`src/rtl/enemy_pkg.sv`:
```
// Shared definitions for the enemy sprite engine: slot lifecycle states
// and the width of world-space x coordinates.
package enemy_pkg;

  // World x coordinates (scroll offset + screen column) are 13 bits wide.
  localparam int WORLD_W = 13;

  typedef enum logic [1:0] {
    IDLE   = 2'd0,
    WALK   = 2'd1,
    SQUISH = 2'd2
  } slot_state_t;

endpackage

```
`src/rtl/enemy_slot.sv`:
```
// One enemy slot: lifecycle FSM, walk/squish counters, frame-start shadow
// copies of the position, and the registered stage-1 hit test and local
// sprite ROM address for the current pixel.
module enemy_slot
  import enemy_pkg::*;
#(
  parameter int SPRITE_W      = 16,
  parameter int SPRITE_H      = 16,
  parameter int NUM_FRAMES    = 4,
  parameter int ANIM_PERIOD   = 8,
  parameter int SQUISH_FRAMES = 30,
  parameter int H_ACTIVE      = 576,
  parameter int V_ACTIVE      = 240,
  parameter int ADDR_W        = 10
) (
  input  logic               clk,
  input  logic               rst_n,
  input  logic               frame_start,
  input  logic [10:0]        hcount,
  input  logic [9:0]         vcount,
  input  logic [11:0]        offset,
  input  logic [WORLD_W-1:0] x,
  input  logic [9:0]         y,
  input  logic               spawn,
  input  logic               kill,
  output logic               alive,
  output logic               hit,
  output logic [ADDR_W-1:0]  addr
);

  localparam int AW = (ANIM_PERIOD > 1) ? $clog2(ANIM_PERIOD) : 1;
  localparam int FW = (NUM_FRAMES > 1) ? $clog2(NUM_FRAMES) : 1;
  localparam int SW = (SQUISH_FRAMES > 1) ? $clog2(SQUISH_FRAMES + 1) : 1;
  // Compare width: one bit wider than world coordinates so x+SPRITE_W never wraps.
  localparam int CW = WORLD_W + 1;

  slot_state_t        state_q, state_d;
  logic [AW-1:0]      tick_q;
  logic [FW-1:0]      walk_frame_q;
  logic [SW-1:0]      sq_cnt_q;
  logic               armed_q;
  logic [WORLD_W-1:0] sx_q;
  logic [9:0]         sy_q;

  logic               spawn_ok, kill_ok;
  logic [WORLD_W-1:0] wx;
  logic               in_x, in_y, in_win, hit_c;
  logic [FW-1:0]      frame_c;
  logic [ADDR_W-1:0]  addr_c;

  assign spawn_ok = (state_q == IDLE) && spawn;
  assign kill_ok  = (state_q == WALK) && kill;

  // State register.
  // NOTE: asynchronous active-low reset in the sensitivity list; every
  // sequential block uses non-blocking assignments so all registers update
  // together from pre-edge values.
  always_ff @(posedge clk or negedge rst_n) begin
    if (!rst_n) state_q <= IDLE;
    else        state_q <= state_d;
  end

  // Next-state logic: spawn only counts from IDLE, kill only from WALK.
  // NOTE: state_d gets its default before the case so no path leaves it
  // unassigned and no latch is inferred.
  always_comb begin
    state_d = state_q;
    unique case (state_q)
      IDLE:    if (spawn) state_d = WALK;
      WALK:    if (kill)  state_d = SQUISH;
      SQUISH:  if (frame_start && sq_cnt_q == SW'(SQUISH_FRAMES - 1)) state_d = IDLE;
      default: state_d = IDLE;
    endcase
  end

  // Animation/squish counters, display arming and position shadows.
  always_ff @(posedge clk or negedge rst_n) begin
    if (!rst_n) begin
      tick_q       <= '0;
      walk_frame_q <= '0;
      sq_cnt_q     <= '0;
      armed_q      <= 1'b0;
      sx_q         <= '0;
      sy_q         <= '0;
    end else begin
      if (spawn_ok) begin
        tick_q       <= '0;
        walk_frame_q <= '0;
      end else if (state_q == WALK && !kill && frame_start) begin
        if (tick_q == AW'(ANIM_PERIOD - 1)) begin
          tick_q       <= '0;
          walk_frame_q <= (walk_frame_q == FW'(NUM_FRAMES - 2)) ? '0 : walk_frame_q + 1'b1;
        end else begin
          tick_q <= tick_q + 1'b1;
        end
      end

      if (kill_ok)                                sq_cnt_q <= '0;
      else if (state_q == SQUISH && frame_start)  sq_cnt_q <= sq_cnt_q + 1'b1;

      // A freshly spawned enemy stays hidden until its shadows are loaded
      // at the next frame start.
      if (spawn_ok)         armed_q <= 1'b0;
      else if (frame_start) armed_q <= 1'b1;

      if (frame_start) begin
        sx_q <= x;
        sy_q <= y;
      end
    end
  end

  // Hit test and local address against the shadow position.
  always_comb begin
    wx      = WORLD_W'(hcount) + WORLD_W'(offset);
    in_x    = (CW'(wx) >= CW'(sx_q)) && (CW'(wx) < CW'(sx_q) + CW'(SPRITE_W));
    in_y    = (CW'(vcount) >= CW'(sy_q)) && (CW'(vcount) < CW'(sy_q) + CW'(SPRITE_H));
    in_win  = (CW'(hcount) < CW'(H_ACTIVE)) && (CW'(vcount) < CW'(V_ACTIVE));
    hit_c   = (state_q != IDLE) && armed_q && in_x && in_y && in_win;
    frame_c = (state_q == SQUISH) ? FW'(NUM_FRAMES - 1) : walk_frame_q;
    addr_c  = ADDR_W'(wx - sx_q)
            + ADDR_W'(vcount - sy_q) * ADDR_W'(SPRITE_W)
            + ADDR_W'(frame_c) * ADDR_W'(SPRITE_W * SPRITE_H);
  end

  // Stage-1 pipeline register.
  always_ff @(posedge clk or negedge rst_n) begin
    if (!rst_n) begin
      hit  <= 1'b0;
      addr <= '0;
    end else begin
      hit  <= hit_c;
      addr <= hit_c ? addr_c : '0;
    end
  end

  assign alive = (state_q != IDLE);

endmodule

```
`src/rtl/enemy_sprite_engine.sv`:
```
// Enemy sprite engine: NUM_ENEMIES slots each produce a registered hit and
// local ROM address; a second stage picks the lowest-index hit.
module enemy_sprite_engine
  import enemy_pkg::*;
#(
  parameter int NUM_ENEMIES   = 4,
  parameter int SPRITE_W      = 16,
  parameter int SPRITE_H      = 16,
  parameter int NUM_FRAMES    = 4,
  parameter int ANIM_PERIOD   = 8,
  parameter int SQUISH_FRAMES = 30,
  parameter int H_ACTIVE      = 576,
  parameter int V_ACTIVE      = 240,
  localparam int ADDR_W = $clog2(SPRITE_W * SPRITE_H * NUM_FRAMES),
  localparam int IDX_W  = (NUM_ENEMIES > 1) ? $clog2(NUM_ENEMIES) : 1
) (
  input  logic                           pixel_clk_in,
  input  logic                           rst_n_in,
  input  logic [10:0]                    hcount_in,
  input  logic [9:0]                     vcount_in,
  input  logic [11:0]                    offset_background,
  input  logic [NUM_ENEMIES*WORLD_W-1:0] x_in,
  input  logic [NUM_ENEMIES*10-1:0]      y_in,
  input  logic [NUM_ENEMIES-1:0]         spawn_in,
  input  logic [NUM_ENEMIES-1:0]         kill_in,
  output logic [ADDR_W-1:0]              image_addr,
  output logic                           in_sprite,
  output logic [IDX_W-1:0]               enemy_idx,
  output logic [NUM_ENEMIES-1:0]         alive_out
);

  logic              frame_start;
  logic              hit_s  [NUM_ENEMIES];
  logic [ADDR_W-1:0] addr_s [NUM_ENEMIES];
  logic              win_hit;
  logic [IDX_W-1:0]  win_idx;
  logic [ADDR_W-1:0] win_addr;

  assign frame_start = (hcount_in == '0) && (vcount_in == '0);

  for (genvar i = 0; i < NUM_ENEMIES; i++) begin : g_slot
    enemy_slot #(
      .SPRITE_W      (SPRITE_W),
      .SPRITE_H      (SPRITE_H),
      .NUM_FRAMES    (NUM_FRAMES),
      .ANIM_PERIOD   (ANIM_PERIOD),
      .SQUISH_FRAMES (SQUISH_FRAMES),
      .H_ACTIVE      (H_ACTIVE),
      .V_ACTIVE      (V_ACTIVE),
      .ADDR_W        (ADDR_W)
    ) u_slot (
      .clk         (pixel_clk_in),
      .rst_n       (rst_n_in),
      .frame_start (frame_start),
      .hcount      (hcount_in),
      .vcount      (vcount_in),
      .offset      (offset_background),
      .x           (x_in[i*WORLD_W +: WORLD_W]),
      .y           (y_in[i*10 +: 10]),
      .spawn       (spawn_in[i]),
      .kill        (kill_in[i]),
      .alive       (alive_out[i]),
      .hit         (hit_s[i]),
      .addr        (addr_s[i])
    );
  end

  // Priority select: scanning downward lets the lowest hitting index win.
  always_comb begin
    win_hit  = 1'b0;
    win_idx  = '0;
    win_addr = '0;
    for (int i = NUM_ENEMIES - 1; i >= 0; i--) begin
      if (hit_s[i]) begin
        win_hit  = 1'b1;
        win_idx  = IDX_W'(i);
        win_addr = addr_s[i];
      end
    end
  end

  // Stage-2 output register.
  always_ff @(posedge pixel_clk_in or negedge rst_n_in) begin
    if (!rst_n_in) begin
      in_sprite  <= 1'b0;
      enemy_idx  <= '0;
      image_addr <= '0;
    end else begin
      in_sprite  <= win_hit;
      enemy_idx  <= win_idx;
      image_addr <= win_addr;
    end
  end

endmodule
```
`config.mk`:
```
export PLATFORM = sky130hd
export DESIGN_NAME = enemy_sprite_engine
export DESIGN_NICKNAME = d
export VERILOG_FILES = /design/src/rtl/enemy_pkg.sv /design/src/rtl/enemy_slot.sv /design/src/rtl/enemy_sprite_engine.sv
export SDC_FILE = /design/constraint.sdc
export NUM_CORES = 1
export LEC_CHECK = 0
export CORE_ASPECT_RATIO = 0.6
export CORE_MARGIN = 1
export CORE_UTILIZATION = 35
export DETAILED_ROUTE_END_ITERATION = 8
export GPL_ROUTABILITY_DRIVEN = 0
export GPL_TIMING_DRIVEN = 1
export PLACE_DENSITY = 0.5
export REMOVE_ABC_BUFFERS = 1
export SETUP_SLACK_MARGIN = 0.5
export SYNTH_ARGS = -nofsm -noshare
export SYNTH_HDL_FRONTEND = slang
export SYNTH_HIERARCHICAL = 1
export SYNTH_SLANG_ARGS = --single-unit
```
`constraint.sdc`:
```
create_clock -name pixel_clk_in -period 4.5 [get_ports pixel_clk_in]
set_input_delay 0.9 -clock pixel_clk_in [delete_from_list [all_inputs] [get_ports pixel_clk_in]]
set_output_delay 0.9 -clock pixel_clk_in [all_outputs]
set_load 0.005 [all_outputs]
```
Yosys cells after proc, flatten, opt, wreduce, memory -nomap -nowiden
Index checks and enable logic that the tools add are counted.

Logic and storage cells: 291. Input bits: 135. Flip-flop bits (word level): 201.

Reduce and logical (&&, ||, !) cells: 88. Muxes and demuxes: 77. Equality and inequality tests: 32. Add/subtract/negate cells: 37. $lt $le $gt $ge: 18.

Operator list (number): $add A10 B10 Y10 (8); $mux W10 (8); $mux W2 (36); $add A13 B5 Y14 const B (4); $lt A13 B14 Y1 (4); $ge A13 B13 Y1 (4); $logic_and A1 B1 Y1 (50); $add A10 B5 Y11 const B (4); $lt A10 B11 Y1 (4); $ge A10 B10 Y1 (4); $mux W5 (8); $reduce_bool A2 Y1 (20); $sub A10 B10 Y10 (4); $mux W3 (12); $pmux W2 S3 (4); $sub A6 B6 Y6 (4); $add A5 B1 Y5 const B (4); $eq A5 B5 Y1 const B (4); $eq A2 B2 Y1 const B (8); $ne A2 B2 Y1 const B (8); $add A11 B12 Y13 (1); $add A3 B1 Y3 const B (4); $eq A3 B3 Y1 const B (4); $reduce_and A3 Y1 (4); 11 further kinds (37).

Logic depth before layout (Yosys ltp)
Depth after elaboration: 7. Mapped depth: 18. Depth with buffers taken out: 18.

Cells and area by module
Netlist, hierarchy kept.

Modules (own cells, without submodules): enemy_slot (g_slot[1].u_slot ...) (cells an instance 459, area an instance 4144.0 um^2, times used 2); enemy_slot (g_slot[0].u_slot) (cells an instance 458, area an instance 4179.0 um^2, times used 1); enemy_slot (g_slot[2].u_slot) (cells an instance 454, area an instance 4160.2 um^2, times used 1); enemy_sprite_engine (cells an instance 75, area an instance 701.9 um^2, times used 1).

Worst setup path after synthesis
No wires, ideal clock.

Kind: input port to flip-flop. Start: input offset_background[0]. End: register g_slot[0].u_slot.addr[9]. Data required time: 4428 ps. Setup time: 72 ps. Buffers on the path: 0. Data arrival time: 4531 ps. Slack: -103 ps. Cell stages on the path: 16. Cell sequence: ha_1 inv_1 fa_1 nor2b_1 o21ai_0 a21boi_0 o21ai_0 xnor2_1 inv_1 fa_1 fa_1 inv_1 ha_1 o41ai_1 xnor3_1 nor2_1.

Word-level cells in the longest chain between the ends: 7. Elaborated cells between the ends (all ways): 11.

RTL lines: start, declared (line enemy_sprite_engine.sv:21) `input logic [11:0] offset_background,`; $add A11 B12 Y13 * (line enemy_slot.sv:115) `wx = WORLD_W'(hcount) + WORLD_W'(offset);`; parallel branches: the longest is 5 deep, another holds $sub A10 B10 Y10; $mux W10 * (line enemy_slot.sv:133) `addr <= hit_c ? addr_c : '0;`; end signal, assigned (line enemy_slot.sv:133); end, declared (line enemy_slot.sv:28) `output logic [ADDR_W-1:0] addr`.

Every way passes the cells marked *. A chain may end at the register's enable or synchronous reset.

Worst setup path in the final report
Start: input offset_background[6]. End: register g_slot[3].u_slot.addr[5].

Word-level cells in the longest chain between the ends: 7. Elaborated cells between the ends (all ways): 8.

RTL lines: $add A11 B12 Y13 * (line enemy_slot.sv:115); $lt A13 B14 Y1 or $ge A13 B13 Y1 (tied branches) (line enemy_slot.sv:116) `in_x = (CW'(wx) >= CW'(sx_q)) && (CW'(wx) < CW'(sx_q) + CW'(SPRITE_W));`; $logic_and A1 B1 Y1 * (line enemy_slot.sv:116); $logic_and A1 B1 Y1 * (3 in series) (line enemy_slot.sv:119) `hit_c = (state_q != IDLE) && armed_q && in_x && in_y && in_win;`; $mux W10 * (line enemy_slot.sv:133); end signal, assigned (line enemy_slot.sv:133); end, declared (line enemy_slot.sv:28).

Every way passes the cells marked *; elsewhere a longest branch is shown, timed or not.

==> flow_metrics.py <==
metrics = {
    "synthesis": {
        "synthDistinctLibCells": 72,
        "ys.flop_type": "dfrtp_1",
        "yosysMostFrequentCell": "ha_1",
        "yosysSeqAreaShare_pct": 29.0,
        "synth_largest_area_cell": "dfrtp_1",
        "yosysWarnings": 6,
        "synthTopCellsByCount": "276 x ha_1, 219 x inv_1, 201 x dfrtp_1, 147 x nand2_1, 141 x o21ai_0",
        "ys_top_cells_by_area": "dfrtp_1 29%, ha_1 20%, fa_1 5.5%, xnor2_1 5.2%, inv_1 4.7%",
        "postSynthAreaPerCell_um2": 9.10,
        "synth_seq_cells": 201,
        "synth.top_cell.area_share_pct": 29.0,
        "async_reset_ff_share_pct": 100,
        "synth_enable_flop_cells": 0,
        "synthCells": 1905,
        "syn_area_um2": 17300,
    },
    "clock_network": {
        "numCtsBuffers": 24,
        "clkSinkCount": 201,
        "clkTransAtPathRegs_ps": 70,
        "h-tree-depth": 1,
        "clock_tree.root_cell": "clkbuf_16",
        "cts_tree": "done",
        "cts.path.max_buffers": 3,
        "clkLatencyLatePin_ps": 560,
    },
    "routing": {
        "avgViaCountPerCell": 5.12,
        "drcViolationCount": 0,
        "vias": 15400,
        "totalWireLength_mm": 56.2,
        "ant_nets": 0,
        "routedWlPerCell_um": 18.6,
        "drt-pass1-iter-count": 7,
        "drt-initial-drc-count": 1019,
    },
    "timing": {
        "totalNegativeSetupSlack_ps": 0,
        "slew_headroom_pct": 48.6,
        "rsz0062_at_grt": "yes",
        "worst_pin_slew_ps": 769,
        "hold_violations": 0,
        "slew_violations": 0,
        "fin_skew_ps": 25.1,
        "layout_min_cycle_time_ps": 4140,
        "timing.final.ws_setup_ps": 357,
        "setup_violations": 0,
        "fin_crit_sh_pct": 92.1,
        "hold_ws_ps": 379,
        "timing.fmax_ghz": 0.241,
    },
    "setup_path": {
        "path_class": "input port to flop",
        "r2r_start": "g_slot[2].u_slot/sy_q[1]",
        "cp.depth": 18,
        "critPathMaxStageDelay_ps": 580,
        "crit_buf_inv": 6,
        "critical_path.top_delay_family": "compound AO/OA/AOI/OAI gates",
        "critPathMostFrequentCell": "buf_4",
        "arrival_ps": 4630,
        "reg2reg_to": "g_slot[2].u_slot/addr[9]",
        "endpoint_kind": "flop",
        "worstPathRequired_ps": 4990,
        "regToRegSetupSlack_ps": 1030,
        "startpoint_type": "input port",
        "worstRegToRegCells": 13,
        "crit_fanout": 5,
        "crit_path_cell_trace": "dlygate4sd2_1 -> buf_4 -> buf_4 -> ha_1 -> a21oi_1 -> nand2_1 -> o211ai_1 -> buf_4 -> o311ai_4 -> buf_4 -> ha_1 -> a21o_1 -> a21oi_2 -> o22ai_2 -> a211o_1 -> buf_6 -> or4_4 -> nor2_2",
        "critPathSlowestCell": "or4_4",
    },
    "global_route": {
        "grt_max_degree": 93,
        "grt_pass1_wl_mm": 85.5,
        "grtUsageTotal_pct": 21.9,
        "grt-ovfl-total": 0,
        "grt_pass1_vias": 15100,
        "antenna_found_initial": 0,
    },
    "layout": {
        "layoutNonFillerInstCount": 3020,
        "design_area_um2": 24100,
        "nFillCells": 4572,
        "nets": 2820,
        "drive_gt1_share_pct": 24.5,
        "area_growth_pct": 39.2,
        "fin_util_pct": 49.9,
    },
    "place": {
        "dp_slack_ps": -1020,
        "portBuffers": 151,
        "placed_area_um2": 21700,
        "hpwl_mm": 43.8,
        "placedCellCount": 2924,
    },
    "run": {
        "cap_violations": 0,
    },
    "floorplan": {
        "ios": 152,
        "die_h_um": 174,
        "coreArea_um2": 48300,
        "rows": 62,
        "die-area_um2": 50400,
        "start_util_pct": 35.9,
        "die_w_um": 289,
    },
    "min_path": {
        "hold_path.class": "input port to async pin",
    },
    "pwr": {
        "p_leak_nw": 11.7,
        "power.total_mw": 6.88,
        "power_density_nw_per_um2": 285,
        "ir_worst_vdd_mv": 0.236,
    },
    "run_status": {
        "status": "complete, no violations",
    },
}
==> repair_timing <==
action / CTS / global route
gates resized for setup: 157 / 154
buffers inserted: 21 / 27
endpoints found under the setup margin: 44 / 44
pin swaps: 70 / 103
gates cloned: 2 / 1
hold endpoints to repair: 0 / 0
hold buffers: 0 / 0
==> area by class of cell <==
class	instances	area [um2]	area share, %
sequential	201	5030	20.8
multi-input combinational	1444	12500	51.8
antenna	1	2.50	0.0104
clock buffer	32	682	2.83
clock inverter	12	123	0.508
inverter	221	832	3.45
timing repair buffer	469	4170	17.3
tap	640	801	3.32
==> cells by family after synthesis <==
group / synth area share [%]
compound gates: 16.1
xor+xnor: 6.75
fa+ha+maj: 25.5
buf+inv: 5.86
flops: 29.0
mux: 0.751
simple gates: 16.0
==> sequential cells by signal (all words and copies together) (netlist names) <==
signal / count
g_slot.u_slot/sx_q: 52
g_slot.u_slot/sq_cnt_q: 20
image_addr: 10
enemy_idx: 2
g_slot.u_slot/state_q: 8
g_slot.u_slot/sy_q: 40
in_sprite: 1
g_slot.u_slot/armed_q: 4
g_slot.u_slot/walk_frame_q: 8
g_slot.u_slot/tick_q: 12
g_slot.u_slot/addr: 40
g_slot.u_slot/hit: 4
==> report_power, final <==
| group | internal, mW | switching (mW) | total, mW |
|---|---|---|---|
| clock network | 1.18 | 0.853 | 2.04 |
| logic | 1.52 | 1.44 | 2.96 |
| registers | 1.84 | 0.0397 | 1.88 |
| total | 4.54 | 2.34 | 6.88 |
==> metal layers <==
layer  global-route usage [%]  part of all wire (%)  up-vias
met5                        0                     0        -
li1                         -                     -     7563
met1                     33.4                    50     7418
met2                     32.3                    42      389
met4                     4.25                   2.5        0
met3                     3.43                   5.6       79
==> cells in the final DEF (no fill, tap or decap), types with 14 or more instances in the layout <==
master and instances:
buf_4 282, ha_1 241, inv_1 212, dfrtp_1 201, nand2_1 145, clkdlybuf4s50_1 134
nor2_1 117, o21ai_0 116, xnor2_1 85, a21oi_1 67, a21o_1 48, nand3_1 47
fa_1 38, nor2b_1 37, ha_4 33, xor2_1 29, clkbuf_16 26, nor3_1 24
buf_6 22, nand4_1 21, o211ai_1 19, a211oi_1 19, and3_1 18, nand2b_1 17
o31ai_1 16, o21ai_2 16, o21a_1 16, nor2_2 15, xnor2_2 15, a21oi_2 15
buf_12 14
==> how the worst max path moves through the flow <==
stage	from	endpoint	slack (ps)
6_report	offset_background[6]	g_slot[3].u_slot/addr[5]	360
3_5_place_dp	hcount_in[0]	g_slot[1].u_slot/addr[9]	-1020
5_1_grt	offset_background[0]	g_slot[3].u_slot/addr[6]	270
4_1_cts	offset_background[0]	g_slot[2].u_slot/addr[9]	400
2_1_floorplan	hcount_in[3]	g_slot[1].u_slot/walk_frame_q[1]	-5050
3_3_place_gp	hcount_in[0]	g_slot[1].u_slot/addr[9]	-880
No activity file was read; power rests on OpenSTA's default activity.
